===== src/rtl/read_ptr_ctrl.sv =====
// Read-side pointer/flag controller for the async FIFO (rclk domain).
// Optional fill-level logic (rd_level, almost_empty) is built when RD_LEVEL_EN is defined.
module read_ptr_ctrl #(
    parameter int Addr_Width = 8,
    parameter int AE_THRESH  = 2
) (
    input  logic                  rclk,
    input  logic                  r_rst,
    input  logic                  r_en,
    input  logic [Addr_Width:0]   wptr_sync,
    input  logic                  underflow_clr,
    output logic [Addr_Width:0]   raddr,
    output logic [Addr_Width:0]   rptr,
    output logic                  empty,
    output logic                  rd_valid,
    output logic                  underflow,
    output logic [Addr_Width:0]   rd_level,
    output logic                  almost_empty
);
    localparam int PW = Addr_Width + 1;

    logic          rd_acc;
    logic [PW-1:0] raddr_next;
    logic [PW-1:0] rptr_next;

    // Reads are gated by the registered empty, so an underflow attempt never moves a pointer.
    assign rd_acc     = r_en & ~empty;
    assign raddr_next = raddr + {{Addr_Width{1'b0}}, rd_acc};
    assign rptr_next  = (raddr_next >> 1) ^ raddr_next;

    always_ff @(posedge rclk) begin
        if (r_rst) begin
            raddr     <= '0;
            rptr      <= '0;
            empty     <= 1'b1;
            rd_valid  <= 1'b0;
            underflow <= 1'b0;
        end else begin
            raddr    <= raddr_next;
            rptr     <= rptr_next;
            empty    <= (rptr_next == wptr_sync);
            rd_valid <= rd_acc;
            if (r_en & empty)
                underflow <= 1'b1;
            else if (underflow_clr)
                underflow <= 1'b0;
        end
    end

`ifdef RD_LEVEL_EN
    localparam logic [PW-1:0] AE_T = PW'(AE_THRESH);

    logic [PW-1:0] wbin;
    logic [PW-1:0] level_next;

    // Gray-to-binary: each bit is the XOR of itself and every more significant Gray bit.
    always_comb begin
        wbin = '0;
        for (int i = 0; i < PW; i++)
            wbin[i] = ^(wptr_sync >> i);
    end

    assign level_next = wbin - raddr_next;

    always_ff @(posedge rclk) begin
        if (r_rst) begin
            rd_level     <= '0;
            almost_empty <= 1'b1;
        end else begin
            rd_level     <= level_next;
            almost_empty <= (level_next <= AE_T);
        end
    end
`else
    assign rd_level     = '0;
    assign almost_empty = 1'b0;
`endif

endmodule


===== config.mk =====
export PLATFORM = sky130hd
export DESIGN_NAME = read_ptr_ctrl
export DESIGN_NICKNAME = d
export VERILOG_FILES = /design/src/rtl/read_ptr_ctrl.sv
export SDC_FILE = /design/constraint.sdc
export NUM_CORES = 1
export LEC_CHECK = 0
export ABC_CLOCK_PERIOD_IN_PS = 2590
export BUFFER_PORTS_ARGS = -buffer_cell sky130_fd_sc_hd__clkbuf_2
export CAP_MARGIN = 20
export CORE_MARGIN = 2
export CORE_UTILIZATION = 47
export CTS_BUF_LIST = sky130_fd_sc_hd__clkbuf_16
export DETAILED_ROUTE_END_ITERATION = 10
export PLACE_DENSITY = 0.76
export SKIP_CTS_REPAIR_TIMING = 1
export SLEW_MARGIN = 25
export SYNTH_ARGS = -nofsm -noshare
export SYNTH_HDL_FRONTEND = slang
export SYNTH_SLANG_ARGS = --single-unit
export TNS_END_PERCENT = 30

===== constraint.sdc =====
create_clock -name rclk -period 2.59 [get_ports rclk]
set_input_delay 0.1295 -clock rclk [delete_from_list [all_inputs] [get_ports rclk]]
set_output_delay 0.1295 -clock rclk [all_outputs]
set_load 0.02 [all_outputs]

---- Word-level counts from Yosys, hierarchy flattened ----
Index checks and enable logic that the tools add are counted.
storage, ports and cells
  RAM bits ................................ 0
  register bits ........................... 21
  memories ................................ 0
  ROM bits ................................ 0
  logic and storage cells ................. 14
  bits in latches ......................... 0
cells by class
  shift-type cells ........................ 0
  $mul .................................... 0
  multiplexer cells ....................... 2
  magnitude comparators ................... 0
  bitwise operators ....................... 4
  add/sub/neg operators ................... 1
  reductions and logical operators ........ 1
  equality and inequality tests ........... 1
  divide/modulo/power cells ............... 0
operators with widths
  operator                                      number
  9-bit by 1-bit adder with 9-bit output        1
  9-bit == test                                 1
  8-bit by 9-bit bitwise XOR with 9-bit output  1
  1-bit bitwise AND                             2
  1-bit two-way mux                             2
  2-bit nonzero test                            1
  1-bit inverter                                1

---- Depth between registers and ports, before layout ----
  word-level depth ........................ 5
  depth in mapped cells ................... 8

---- Worst setup path after synthesis ----
No wires, ideal clock.
  path type ............................... reg2reg
  start ................................... register empty
  end ..................................... register empty
  path buffers ............................ 0
  slack ................................... 0.447 ns
  cell stages (with the launch flop) ...... 9
  period minus slack after synthesis ...... 2.143 ns
  data arrival time ....................... 2.082 ns
  data required time ...................... 2.530 ns
  library setup time ...................... 0.060 ns
  cell sequence ........................... dfxtp_1 nor2b_1 ha_1 ha_1 and3_1 xnor3_1 or3_1 a22oi_1 a41o_1
between the ends
  longest elaborated chain between the ends .. 5
ends and longest elaborated chain
  element                                       RTL line  RTL
  start: declaration                            14        output logic empty,
  start signal: assignment                      41        empty <= (rptr_next == wptr_sync);
  1-bit inverter                                27        assign rd_acc = r_en & ~empty;
  1-bit bitwise AND                             27
  net rd_acc                                    22        logic rd_acc;
  9-bit by 1-bit adder with 9-bit output        28        assign raddr_next = raddr + {{Addr_Width{1'b0}}, rd_acc};
  8-bit by 9-bit bitwise XOR with 9-bit output  29        assign rptr_next = (raddr_next >> 1) ^ raddr_next;
  9-bit == test                                 41
The timed path passes the listed nets, and every way through them passes these cells.
A chain may end at the register's enable or synchronous reset.

---- Final worst setup path ----
Ends and elaborated chain as after synthesis.

==> impl_metrics.env <==
export IMPL_p_seq_share_pct=45.4
export IMPL_final_cell_mix="33 x clkbuf_2, 20 x dfxtp_1, 16 x nor2_1"
export IMPL_switching_share_pct=21.6
export IMPL_clk_pin_slew_ns=0.05
export IMPL_skew_ns=0.00199
export IMPL_finalWirelength_um=1820
export IMPL_yosysWarnings=0
export IMPL_antennaDiodeCount=0
export IMPL_coreArea_sq_um=2190
export IMPL_drt_iter0_markers=14
export IMPL_cts_tree="done"
export IMPL_seq_area_frac_synth_pct=36.9
export IMPL_grt_max_degree=21
export IMPL_nNetsFinal=164
export IMPL_fin_area_sq_um=1300
export IMPL_synthArstFlopShare_pct=0
export IMPL_met1_usage_pct=15.8
export IMPL_syn_area_sq_um=1080
export IMPL_clkSinkCount=20
export IMPL_detail_route_wl_per_cell_um=10.5
export IMPL_syn_avg_cell_area_sq_um=9.52
export IMPL_cap_viol_max_count=0
export IMPL_cp_required_ns=2.78
export IMPL_grt_total_usage_pct=15.5
export IMPL_setup_violations=0
export IMPL_drc_errors=0
export IMPL_die_area_sq_um=2710
export IMPL_place_congestion=0.787
export IMPL_clockRootBuffer="clkbuf_16"
export IMPL_drive_gt1_share_pct=26.0
export IMPL_cp_max_fo=4
export IMPL_grt_pass1_vias=760
export IMPL_layout_commonest_cell="clkbuf_2"
export IMPL_hold_viol=0
export IMPL_rows=17
export IMPL_power_density_nw_per_um2=539
export IMPL_vias_per_cell=4.71
export IMPL_end_kind="register"
export IMPL_cp_start_kind="register"
export IMPL_reg2reg_slack_ns=0.36
export IMPL_synthCells=114
export IMPL_status="complete, no violations"
export IMPL_clkLatencyLatePin_ns=0.25
export IMPL_finalCritPeriodShare_pct=85.9
export IMPL_grtUsageMet3_pct=3.45
export IMPL_ir_drop_mv=0.421
export IMPL_critPathKind="register to register"
export IMPL_grt_pass1_wl_um=2990
export IMPL_cp_arrival_ns=2.42
export IMPL_hold_path_class="primary input to register"
export IMPL_p_leak_nw=0.627
export IMPL_synth_seq_cells=20
export IMPL_p_comb_share_pct=11.2
export IMPL_maxSlewViolCount=0
export IMPL_timing_fmax_ghz=0.449
export IMPL_place_area_sq_um=1230
export IMPL_h_tree_depth=1
export IMPL_p_switching_mw=0.152
export IMPL_yosysUniqueCellTypes=29
export IMPL_busiest_layer="met2"
export IMPL_portBuffers=33
export IMPL_synth_top_cell_area_share_pct=36.9
export IMPL_overflow=0
export IMPL_ioPinCount=44
export IMPL_vias=819
export IMPL_ys_flop_type="dfxtp_1"
export IMPL_chipHeight_um=52.0
export IMPL_globalRouteMet2Util_pct=27.8
export IMPL_antenna_found_initial=0
export IMPL_fin_hold_ws_ns=0.123
export IMPL_postRouteAntennaNets=0
export IMPL_start_util_pct=49.5
export IMPL_power_mw=0.702
export IMPL_die_x_um=52.0
export IMPL_numCtsBuffers=3
export IMPL_fin_crit_ns=2.23
export IMPL_drtPass1Iterations=4
export IMPL_intPower_mw=0.550
export IMPL_cts_buffer_depth=2
export IMPL_synth_edf_count=0
export IMPL_fin_tns_setup_ns=0
export IMPL_syn2layout_area_growth_pct=20.2
export IMPL_clkPwrFrac_pct=43.4
export IMPL_dp_hpwl_um=1450
export IMPL_synthTopCellsByArea="dfxtp_1 37%, xnor2_1 8.9%, xnor3_1 8.3%"
export IMPL_yosysTopAreaCell="dfxtp_1"
export IMPL_nFillCells=204
export IMPL_rsz0062_at_grt="no"
==> cells by family (layout without fill, tap and decap cells) <==
family	Yosys count	count (layout)	synth area share [%]
other	1	10	0.346
adder cells (fa/ha/maj)	3	3	3.46
AO/OA/AOI/OAI	9	9	5.88
multiplexers	2	2	1.85
AND/OR/NAND/NOR	44	44	20.2
XOR/XNOR	21	21	22.7
buffers and inverters	14	37	8.65
flip-flops	20	20	36.9
==> power by group through the flow <==
stage                     combinational, mW  clock [mW]  sequential, mW
after CTS                            0.0793       0.312           0.319
after detailed placement             0.0791           0           0.325
after global routing                 0.0868       0.318           0.319
final                                0.0785       0.305           0.319
after global placement               0.0787           0           0.325
after floorplan                      0.0600           0           0.334
==> synth_stat cells, types with 2 or more instances <==
library cell  count
and2_1            2
nand4_1           2
xor2_1            5
o21ai_0           2
ha_1              3
xnor2_1          11
nor2_1           16
nand3_1           7
buf_4            11
or3_1             4
xnor3_1           4
clkbuf_1          2
mux2i_1           2
nor2b_1           7
nand2_1           3
dfxtp_1          20
==> layer usage <==
| layer | wire (um) | up-vias |
|---|---|---|
| met5 | 0 | - |
| met4 | 57 | 0 |
| met3 | 94 | 5 |
| met2 | 913 | 25 |
| met1 | 758 | 362 |
| li1 | - | 427 |
==> final timing paths <==
check                           startpoint  depth (start not counted)   endpoint
worst min-delay path                  r_en                          3  underflow
worst max-delay path                 empty                          8      empty
worst max register to register       empty                          8      empty
worst min register to register   underflow                          2  underflow
==> final cells by class <==
| cell class | instances | area (sq um) | share of cell area (%) |
|---|---|---|---|
| Inverter | 1 | 3.75 | 0.288 |
| Multi-Input combinational cell | 89 | 624 | 47.9 |
| Tap cell | 28 | 35.0 | 2.69 |
| Sequential cell | 20 | 400 | 30.7 |
| Timing Repair Buffer | 33 | 165 | 12.7 |
| Clock buffer | 3 | 75.1 | 5.76 |
==> registers in the layout, indices dropped and copies added (netlist names) <==
name	cells
rd_valid	1
underflow	1
rptr	8
raddr	9
empty	1
==> critical path, stage by stage (launching register included) <==
cell     delay (ns)
dfxtp_1        0.32
nor2b_1        0.19
ha_1           0.18
ha_1           0.24
and3_1         0.26
xnor3_1        0.24
or3_1          0.35
a22oi_1        0.20
a41o_1         0.19
==> per-stage QoR <==
stage	cells	setup slack [ns]	utilization, %
after floorplan	123	0.447	-
after global placement	171	0.451	56.1
after detailed placement	171	0.358	56.1
after CTS	174	0.332	59.5
after global routing	174	0.138	59.5
final	174	0.365	59.5
No activity file was read; power rests on OpenSTA's default activity.
